<file path="src/rtl/sfx_sequencer.sv">
`default_nettype none
// ============================================================================
// Module   : sfx_sequencer
// Function : Multi-effect square-wave sound-effect sequencer driven by
//            one-cycle game triggers and fed from an internal note table.
// Revision : 1.0 - initial release
// ============================================================================
module sfx_sequencer #(
    parameter int CLOCK_FREQUENCY  = 50000000,
    parameter int NUM_EFFECTS      = 4,
    parameter int NOTES_PER_EFFECT = 4,
    parameter int NOTE_CYCLES      = CLOCK_FREQUENCY / 8,
    parameter int GAP_CYCLES       = CLOCK_FREQUENCY / 100,
    parameter int SAMPLE_WIDTH     = 32,
    parameter int AMPLITUDE        = 10000000
) (
    input  logic                    clk,
    input  logic                    iReset,
    input  logic                    iEn,
    input  logic [NUM_EFFECTS-1:0]  iTrigger,
    input  logic [1:0]              iVolume,
    output logic [SAMPLE_WIDTH-1:0] oSample,
    output logic                    oActive,
    output logic [2:0]              oEffect,
    output logic                    oDone
);

    // Frequencies are carried in centi-Hz so 523.25 Hz and 659.26 Hz stay exact.
    function automatic logic [63:0] calc_hp(input logic [63:0] centi_hz);
        logic [63:0] v;
        v = (64'(CLOCK_FREQUENCY) * 64'd100) / (64'd2 * centi_hz);
        if (v < 64'd1) v = 64'd1;
        return v;
    endfunction

    localparam logic [63:0] HP_A4_L = calc_hp(64'd44000);
    localparam logic [63:0] HP_C5_L = calc_hp(64'd52325);
    localparam logic [63:0] HP_E5_L = calc_hp(64'd65926);
    localparam logic [63:0] HP_A5_L = calc_hp(64'd88000);
    localparam int          HP_W    = $clog2(HP_A4_L + 64'd1);
    localparam logic [HP_W-1:0] HP_A4 = HP_A4_L[HP_W-1:0];
    localparam logic [HP_W-1:0] HP_C5 = HP_C5_L[HP_W-1:0];
    localparam logic [HP_W-1:0] HP_E5 = HP_E5_L[HP_W-1:0];
    localparam logic [HP_W-1:0] HP_A5 = HP_A5_L[HP_W-1:0];

    localparam int DUR_MAX = (NOTE_CYCLES > GAP_CYCLES) ? NOTE_CYCLES : GAP_CYCLES;
    localparam int DUR_W   = $clog2(DUR_MAX + 1);
    localparam logic [DUR_W-1:0] NOTE_LAST = DUR_W'(NOTE_CYCLES - 1);
    localparam logic [DUR_W-1:0] GAP_LAST  = DUR_W'((GAP_CYCLES > 0) ? GAP_CYCLES - 1 : 0);
    localparam logic [3:0]       NOTES_L   = 4'(NOTES_PER_EFFECT);
    localparam logic signed [SAMPLE_WIDTH-1:0] AMP_S = SAMPLE_WIDTH'(AMPLITUDE);

    typedef enum logic [1:0] {
        S_IDLE = 2'd0,
        S_PLAY = 2'd1,
        S_GAP  = 2'd2
    } state_t;

    // Half-period code 0 marks the end of an effect; effects >= 4 reuse rotate.
    function automatic logic [HP_W-1:0] note_hp(input logic [2:0] eff, input logic [2:0] idx);
        logic [HP_W-1:0] hp;
        hp = '0;
        case (eff)
            3'd0: begin
                case (idx)
                    3'd0:    hp = HP_A4;
                    3'd1:    hp = HP_C5;
                    3'd2:    hp = HP_E5;
                    3'd3:    hp = HP_A5;
                    default: hp = '0;
                endcase
            end
            3'd1: hp = (idx == 3'd0) ? HP_E5 : '0;
            3'd2: begin
                case (idx)
                    3'd0:    hp = HP_E5;
                    3'd1:    hp = HP_C5;
                    3'd2:    hp = HP_A4;
                    3'd3:    hp = HP_A4;
                    default: hp = '0;
                endcase
            end
            default: hp = (idx == 3'd0) ? HP_A5 : '0;
        endcase
        return hp;
    endfunction

    state_t            state_q, state_d;
    logic [2:0]        eff_q, eff_d;
    logic [2:0]        idx_q, idx_d;
    logic [HP_W-1:0]   per_q, per_d;
    logic [DUR_W-1:0]  dur_q, dur_d;
    logic              phase_q, phase_d;
    logic              done_q, done_d;

    logic [SAMPLE_WIDTH-1:0] sample_q;
    logic                    active_q;
    logic [2:0]              effect_q;
    logic                    done_out_q;

    logic [7:0]        trig_w;
    logic [2:0]        sel_w;
    logic [HP_W-1:0]   cur_hp_w;
    logic [HP_W-1:0]   nxt_hp_w;
    logic              last_w;
    logic              completing_w;
    logic              accept_w;
    logic signed [SAMPLE_WIDTH-1:0] mag_w;

    always_comb begin
        trig_w                   = '0;
        trig_w[NUM_EFFECTS-1:0]  = iTrigger;
        sel_w                    = 3'd0;
        for (int i = 7; i >= 0; i--) begin
            if (trig_w[i]) sel_w = 3'(i);
        end
    end

    assign cur_hp_w     = note_hp(eff_q, idx_q);
    assign nxt_hp_w     = note_hp(eff_q, idx_q + 3'd1);
    assign last_w       = (({1'b0, idx_q} + 4'd1) == NOTES_L) || (nxt_hp_w == '0);
    assign completing_w = (state_q == S_PLAY) && (dur_q == NOTE_LAST) && last_w;
    // Equal-or-higher priority pre-empts; anything is taken on natural completion.
    assign accept_w     = (trig_w != 8'd0) &&
                          ((state_q == S_IDLE) || (sel_w <= eff_q) || completing_w);
    assign mag_w        = AMP_S >>> iVolume;

    always_comb begin
        state_d = state_q;
        eff_d   = eff_q;
        idx_d   = idx_q;
        per_d   = per_q;
        dur_d   = dur_q;
        phase_d = phase_q;
        done_d  = 1'b0;

        case (state_q)
            S_PLAY: begin
                if (per_q == cur_hp_w - HP_W'(1)) begin
                    per_d   = '0;
                    phase_d = ~phase_q;
                end else begin
                    per_d = per_q + HP_W'(1);
                end
                if (dur_q == NOTE_LAST) begin
                    dur_d = '0;
                    if (last_w) begin
                        state_d = S_IDLE;
                        done_d  = 1'b1;
                    end else if (GAP_CYCLES == 0) begin
                        idx_d   = idx_q + 3'd1;
                        per_d   = '0;
                        phase_d = 1'b0;
                    end else begin
                        state_d = S_GAP;
                    end
                end else begin
                    dur_d = dur_q + DUR_W'(1);
                end
            end
            S_GAP: begin
                if (dur_q == GAP_LAST) begin
                    state_d = S_PLAY;
                    idx_d   = idx_q + 3'd1;
                    per_d   = '0;
                    dur_d   = '0;
                    phase_d = 1'b0;
                end else begin
                    dur_d = dur_q + DUR_W'(1);
                end
            end
            default: ;
        endcase

        if (accept_w) begin
            state_d = S_PLAY;
            eff_d   = sel_w;
            idx_d   = 3'd0;
            per_d   = '0;
            dur_d   = '0;
            phase_d = 1'b0;
        end
    end

    always_ff @(posedge clk or posedge iReset) begin
        if (iReset) begin
            state_q    <= S_IDLE;
            eff_q      <= 3'd0;
            idx_q      <= 3'd0;
            per_q      <= '0;
            dur_q      <= '0;
            phase_q    <= 1'b0;
            done_q     <= 1'b0;
            sample_q   <= '0;
            active_q   <= 1'b0;
            effect_q   <= 3'd0;
            done_out_q <= 1'b0;
        end else if (iEn) begin
            state_q    <= state_d;
            eff_q      <= eff_d;
            idx_q      <= idx_d;
            per_q      <= per_d;
            dur_q      <= dur_d;
            phase_q    <= phase_d;
            done_q     <= done_d;
            sample_q   <= (state_q == S_PLAY) ? (phase_q ? -mag_w : mag_w) : '0;
            active_q   <= (state_q != S_IDLE);
            effect_q   <= eff_q;
            done_out_q <= done_q;
        end
    end

    // A frozen pipeline keeps its last values, so mute and block the pulse meanwhile.
    assign oSample = iEn ? sample_q : '0;
    assign oActive = active_q;
    assign oEffect = effect_q;
    assign oDone   = done_out_q & iEn;

endmodule
`default_nettype wire

</file>
<file path="config.mk">
export PLATFORM = sky130hd
export DESIGN_NAME = sfx_sequencer
export DESIGN_NICKNAME = d
export VERILOG_FILES = /design/src/rtl/sfx_sequencer.sv
export SDC_FILE = /design/constraint.sdc
export NUM_CORES = 1
export LEC_CHECK = 0
export ABC_CLOCK_PERIOD_IN_PS = 4460
export CORE_MARGIN = 2
export CORE_UTILIZATION = 55
export CTS_BUF_LIST = sky130_fd_sc_hd__clkbuf_8
export CTS_CLUSTER_SIZE = 16
export DETAILED_ROUTE_END_ITERATION = 12
export GPL_ROUTABILITY_DRIVEN = 0
export PLACE_DENSITY = 0.74
export SLEW_MARGIN = 5
export SYNTH_ARGS = -nofsm -noshare
export SYNTH_HDL_FRONTEND = slang
export SYNTH_SLANG_ARGS = --single-unit
</file>
<file path="constraint.sdc">
create_clock -name clk -period 4.46 [get_ports clk]
set_input_delay 0.669 -clock clk [delete_from_list [all_inputs] [get_ports clk]]
set_output_delay 0.669 -clock clk [all_outputs]
set_load 0.02 [all_outputs]
</file>
* After elaboration in Yosys (flattened, before gate mapping)
Index checks and enable logic that the tools add are counted.
** Storage, ports and cells
- Flip-flop bits (word level) :: 86
- Bits of input ports :: 9
- Output and inout bits :: 37
- Word-level logic and storage cells :: 102
** Cells by class
- $add $sub $neg :: 6
- Order comparisons :: 1
- Eq/ne operators :: 17
- Shifts and indexed selects :: 1
- Muxes and demuxes :: 40
- Bitwise logic cells :: 2
- Reductions and logical operators :: 24
** Operators with widths (number)
- 16-bit case mux with 3 select lines :: 4
- 16-bit case mux with 4 select lines :: 2
- 32-bit 2-to-1 mux :: 3
- 16-bit 2-to-1 mux :: 5
- 23-bit 2-to-1 mux :: 3
- 23-bit case mux with 2 select lines :: 1
- 32-bit negation :: 1
- 16-bit case mux with 2 select lines :: 1
- 25-bit by 2-bit >>> shifter with 32-bit output, first input constant :: 1
- 15-bit 2-to-1 mux :: 2
- 23-bit by 1-bit adder with 23-bit output, second input constant :: 1
- 23-bit by 19-bit == test with 1-bit output, second input constant :: 1
- 23-bit == test, second input constant :: 1
- 3-bit 2-to-1 mux :: 6
- 16-bit by 1-bit adder with 16-bit output, second input constant :: 1
- 16-bit == test :: 1
- 16-bit zero test :: 1
- 16-bit by 1-bit subtractor with 16-bit output, second input constant :: 1
- 3-bit by 2-bit == test with 1-bit output, second input constant :: 5
- 2-bit 2-to-1 mux :: 5
- 3-bit by 1-bit == test with 1-bit output, second input constant :: 3
- 3-bit zero test :: 3
- 4-bit AND reduction :: 2
- 8-bit nonzero test :: 1
- 21 further kinds :: 36

* Logic depth before layout (Yosys ltp)
- Depth in word-level cells :: 12
- Depth in mapped cells :: 17
- Depth with buffers taken out :: 15

* Worst setup path after synthesis
OpenSTA, ideal clock, no wires.
- Path kind :: flip-flop to flip-flop
- Start :: reg idx_q[0]
- End :: reg per_q[2]
- Library setup time :: 0.126 ns
- Data arrival time :: 3.642 ns
- Data required time :: 4.334 ns
- Path slack :: 0.692 ns
- Stages on the path, launching flop included :: 17
- Path buffers :: 2
- Period minus slack after synthesis :: 3.768 ns
- Path through :: dfrtp_1 > inv_1 > ha_1 > nor2b_2 > nor2_1 > or2_2 > ha_1 > ha_1 > xor2_1 > nand4_1 > a2111oi_0 > o211ai_1 > a2111oi_4 > nor2b_2 > buf_6 > buf_6 > a221o_1
** On the way
- Cells in the longest elaborated chain, start to end :: 12
- Elaborated cells between the ends (all ways) :: 36
- Those cells by class :: 3 x add/sub; 9 x eq/ne; 13 x mux; 11 x reduce/logical
** Ends and longest elaborated chain
- start: declaration :: line 90 : logic [2:0] idx_q, idx_d;
- start signal: assignment :: line 201 : idx_q <= idx_d;
- branches (longest 12 deep; another with 16-bit by 1-bit subtractor with 16-bit output)
- end signal: assignment :: line 202 : per_q <= per_d;
- end: declaration :: line 91 : logic [HP_W-1:0] per_q, per_d;
Several ways; the timed one is not identified.
A chain may end at the register's enable or synchronous reset.

* Worst setup path in the final report
- Start :: reg idx_q[0]
- End :: reg per_q[12]
Same word-level chain as after synthesis.

==> results.md <==
* Status: complete, no violations
* Resized cells post-CTS at 0
* Number of remaining DRC errors at 0
* Number of hold buffers added after CTS at 0
* TNS Setup at 0 ns
* CP Class: flop to flop
* Post-Synth Adder-Cell Area at 0.0573
* Synth Area per Inst at 8.87 um^2
* Die ar. at 0.00950 mm^2
* Critical-path cell list: inv_1, ha_1, nor2b_2, nor2_1, or2_2, ha_1, ha_1, xor2_1, nand4_1, a2111oi_0, o211ai_1, a2111oi_4, nor2b_2, a221o_1
* Total Power at between 0.002 and 0.0025 W
* Number of global-route vias before repair at 3,671
* GRT Resource Usage Total at 0.219
* Drt via density at around 5.7
* Final hold viol count at 0
* Routed length per instance at 15.0 um
* Clock-pin slew on the worst setup and hold paths at 0.08 ns
* Fmax achieved at approximately 250 MHz
* Ys flop type: dfrtp_1
* #FFs+latches synth at 74
* Final Critical Period at 4.01 ns
* Mux share of post-synthesis cell area at 0.0315
* Commonest non-fill, non-tap cell in the layout: dfrtp_1
* Warning count from the yosys run at 0
* Worst path slowest cell: dfrtp_1
* Worst Path Required at roughly 4.7 ns
* Largest stage delay, worst path at 0.44 ns
* Storage cell area at 0.00185 mm^2
* Skew final at 0.0106 ns
* DR iter-0 viols at 225
* Total core area at 0.00859 mm^2
* Most frequent cells in the layout: dfrtp_1, nor2_1, clkdlybuf4s50_1
* Share of post-route cells with drive strength above 1 at 0.0928
* Synth Area in Compound Gates at 0.153
* Worst hold path type: flop to flop
* Bufs on Longest Clock Path at 2
* CP Data Arrival Time at 4.25 ns
* Largest net degree at the start of global routing at 63
* Clk sink count at 74
* I/O Buffers at 40
* Peak VDD IR at between 200 and 250 uV
* Initial antenna violation count at 0
* Startpoint types: flop
* Leakage at around 2.4 nW
* Most frequent CP cell: ha_1
* Post-Synthesis Cell Area at 0.00481 mm^2
* Post-CTS Setup Bufs at 0
* Crit. End Element: flop
* Placed cells at about 660
* Htree depth at 3
* Non-Filler Instances at 679
* Multi-input logic area at 0.00263 mm^2
* Root Driver: clkbuf_8
* Synth unique cells at 63
* GRT overflow at 0
* Max Slew Vio Count at 0
* Antenna viol nets, final at 0
* Die Span Y at around 97 um
* Max-cap violations at 0
* Largest family of logic cells by synthesized area: simple AND/OR/NAND/NOR gates
* Initial Util at 0.559
* Final setup viols at 0
* TritonRoute pass-1 iters at 4
* Top Ports at 46
* Final period util at 0.900
* Worst-Skew Late Latency at around 0.36 ns
* Synthesized instance count at around 540
* Slew margin rel. at 0.379
* Area Growth Syn to Fin at 13.3%
* Switching share of power at 0.356
* Site Rows at 34
* Post-Route WL at 10,200 um
* Crit-path max FO at 16
* Filler cells at a little over 700
* Xor-xnor portion of the synthesized cell area at 0.0547
* Measured slew at the worst slew-check pin at between 0.9 and 1 ns
* Vias at ~3,900
* TritonCTS clock tree: yes
* Total CTS buffers at 9
* Nets at ~600
* Post-synth EDFFs at 0
* Seq pwr share at 0.366
* End-of-flow core utilization at 0.634
* Ant. Diodes at 0
* Combinational share of power at 0.347
* FFs w/ async S/R, synth at 1.00
* Min Hold Slack at 0.503 ns
* Die W at 97.5 um
* NetSw at 0.000806 W
* First-pass GRT wire length at ~17,000 um
* RSZ-0062 raised after global routing: false
* PwrDens at 415 mW/mm^2
* Synth Area in Simple Gates at 0.244
* DPL Wire Length at 7270 um
* Clock Power Share at 0.287
* Internal power at around 0.0015 W
* Seq/Total Area, Yosys at 0.385
power groups by stage:
| stage | clock [W] | combinational, W | sequential (W) |
|---|---|---|---|
| after floorplan | 0 | 0.000595 | 0.000816 |
| after global placement | 0 | 0.000765 | 0.000834 |
| after detailed placement | 0 | 0.000785 | 0.000839 |
| after CTS | 0.000660 | 0.000790 | 0.000825 |
| after global routing | 0.000681 | 0.000870 | 0.000841 |
| final | 0.000649 | 0.000785 | 0.000827 |
through the flow:
stage                     cell area [um^2]  setup WS, ns
after floorplan                       4820         0.692
after global placement                5200         0.695
after detailed placement              5200         0.534
after CTS                             5450         0.466
after global routing                  5450         0.146
final                                 5450         0.448
logic make-up (layout without fill, tap and decap cells):
kind of cell    Yosys count  count (layout)
mux                      14              14
other cells               1               5
compound gates          103             103
simple gates            222             222
fa+ha+maj                22              22
xor+xnor                 30              30
flops                    74              74
buf+inv                  76             101
registers in the layout, summed over array words and instances, names as in the netlist:
register and flops:
done_q 1, oActive 1, idx_q 3, done_out_q 1, per_q 16, phase_q 1, sample_q 22, oEffect 2
state_q 2, eff_q 2, dur_q 23
routing by layer:
| layer | global-route usage | routed length (um) |
|---|---|---|
| met1 | 0.294 | 4770 |
| met3 | 0.0266 | 317 |
| met2 | 0.367 | 5010 |
| met5 | 0 | 0 |
| met4 | 0.0801 | 120 |
critical path: cells and delay by family (launching register included):
| kind | cells | cell delay [ns] |
|---|---|---|
| XOR/XNOR | 1 | 0.14 |
| AO/OA/AOI/OAI | 4 | 1.33 |
| AND/OR/NAND/NOR | 5 | 1.05 |
| buffers and inverters | 1 | 0.11 |
| flip-flops | 1 | 0.44 |
| adder cells (fa/ha/maj) | 3 | 0.82 |
path summary, 6_finish.rpt:
path | startpoint | depth (start not counted) | endpoint | slack (ns)
worst min-delay path | done_out_q | 1 | done_out_q | 0.50
min in group asynchronous | iReset | 2 | done_out_q | 0.80
worst min register to register | done_out_q | 1 | done_out_q | 0.50
worst max-delay path | idx_q[0] | 14 | per_q[12] | 0.45
worst max register to register | idx_q[0] | 14 | per_q[12] | 0.45
max in group asynchronous | iReset | 3 | state_q[0] | 2.69
cells in the mapped netlist, types with 9 or more instances:
library cell	count	area, um^2
dfrtp_1	74	1850
nor2_1	57	214
inv_1	39	146
o21ai_0	35	175
nand3_1	34	170
nand2_1	30	113
and2_1	24	150
ha_1	22	275
xor2_1	22	193
clkbuf_1	18	67.6
nor2b_1	14	87.6
buf_4	13	97.6
and3_1	11	68.8
a21oi_1	10	50.1
mux2_2	9	101
o22ai_1	9	56.3
layout make-up:
type	count	area share
clock buffer	10	0.0253
clock inverter	6	0.0204
inverter	39	0.0269
multi-input combinational	396	0.482
sequential	74	0.340
tap	108	0.0248
timing repair buffer	46	0.0808
Power figures use the tool's default switching activity.
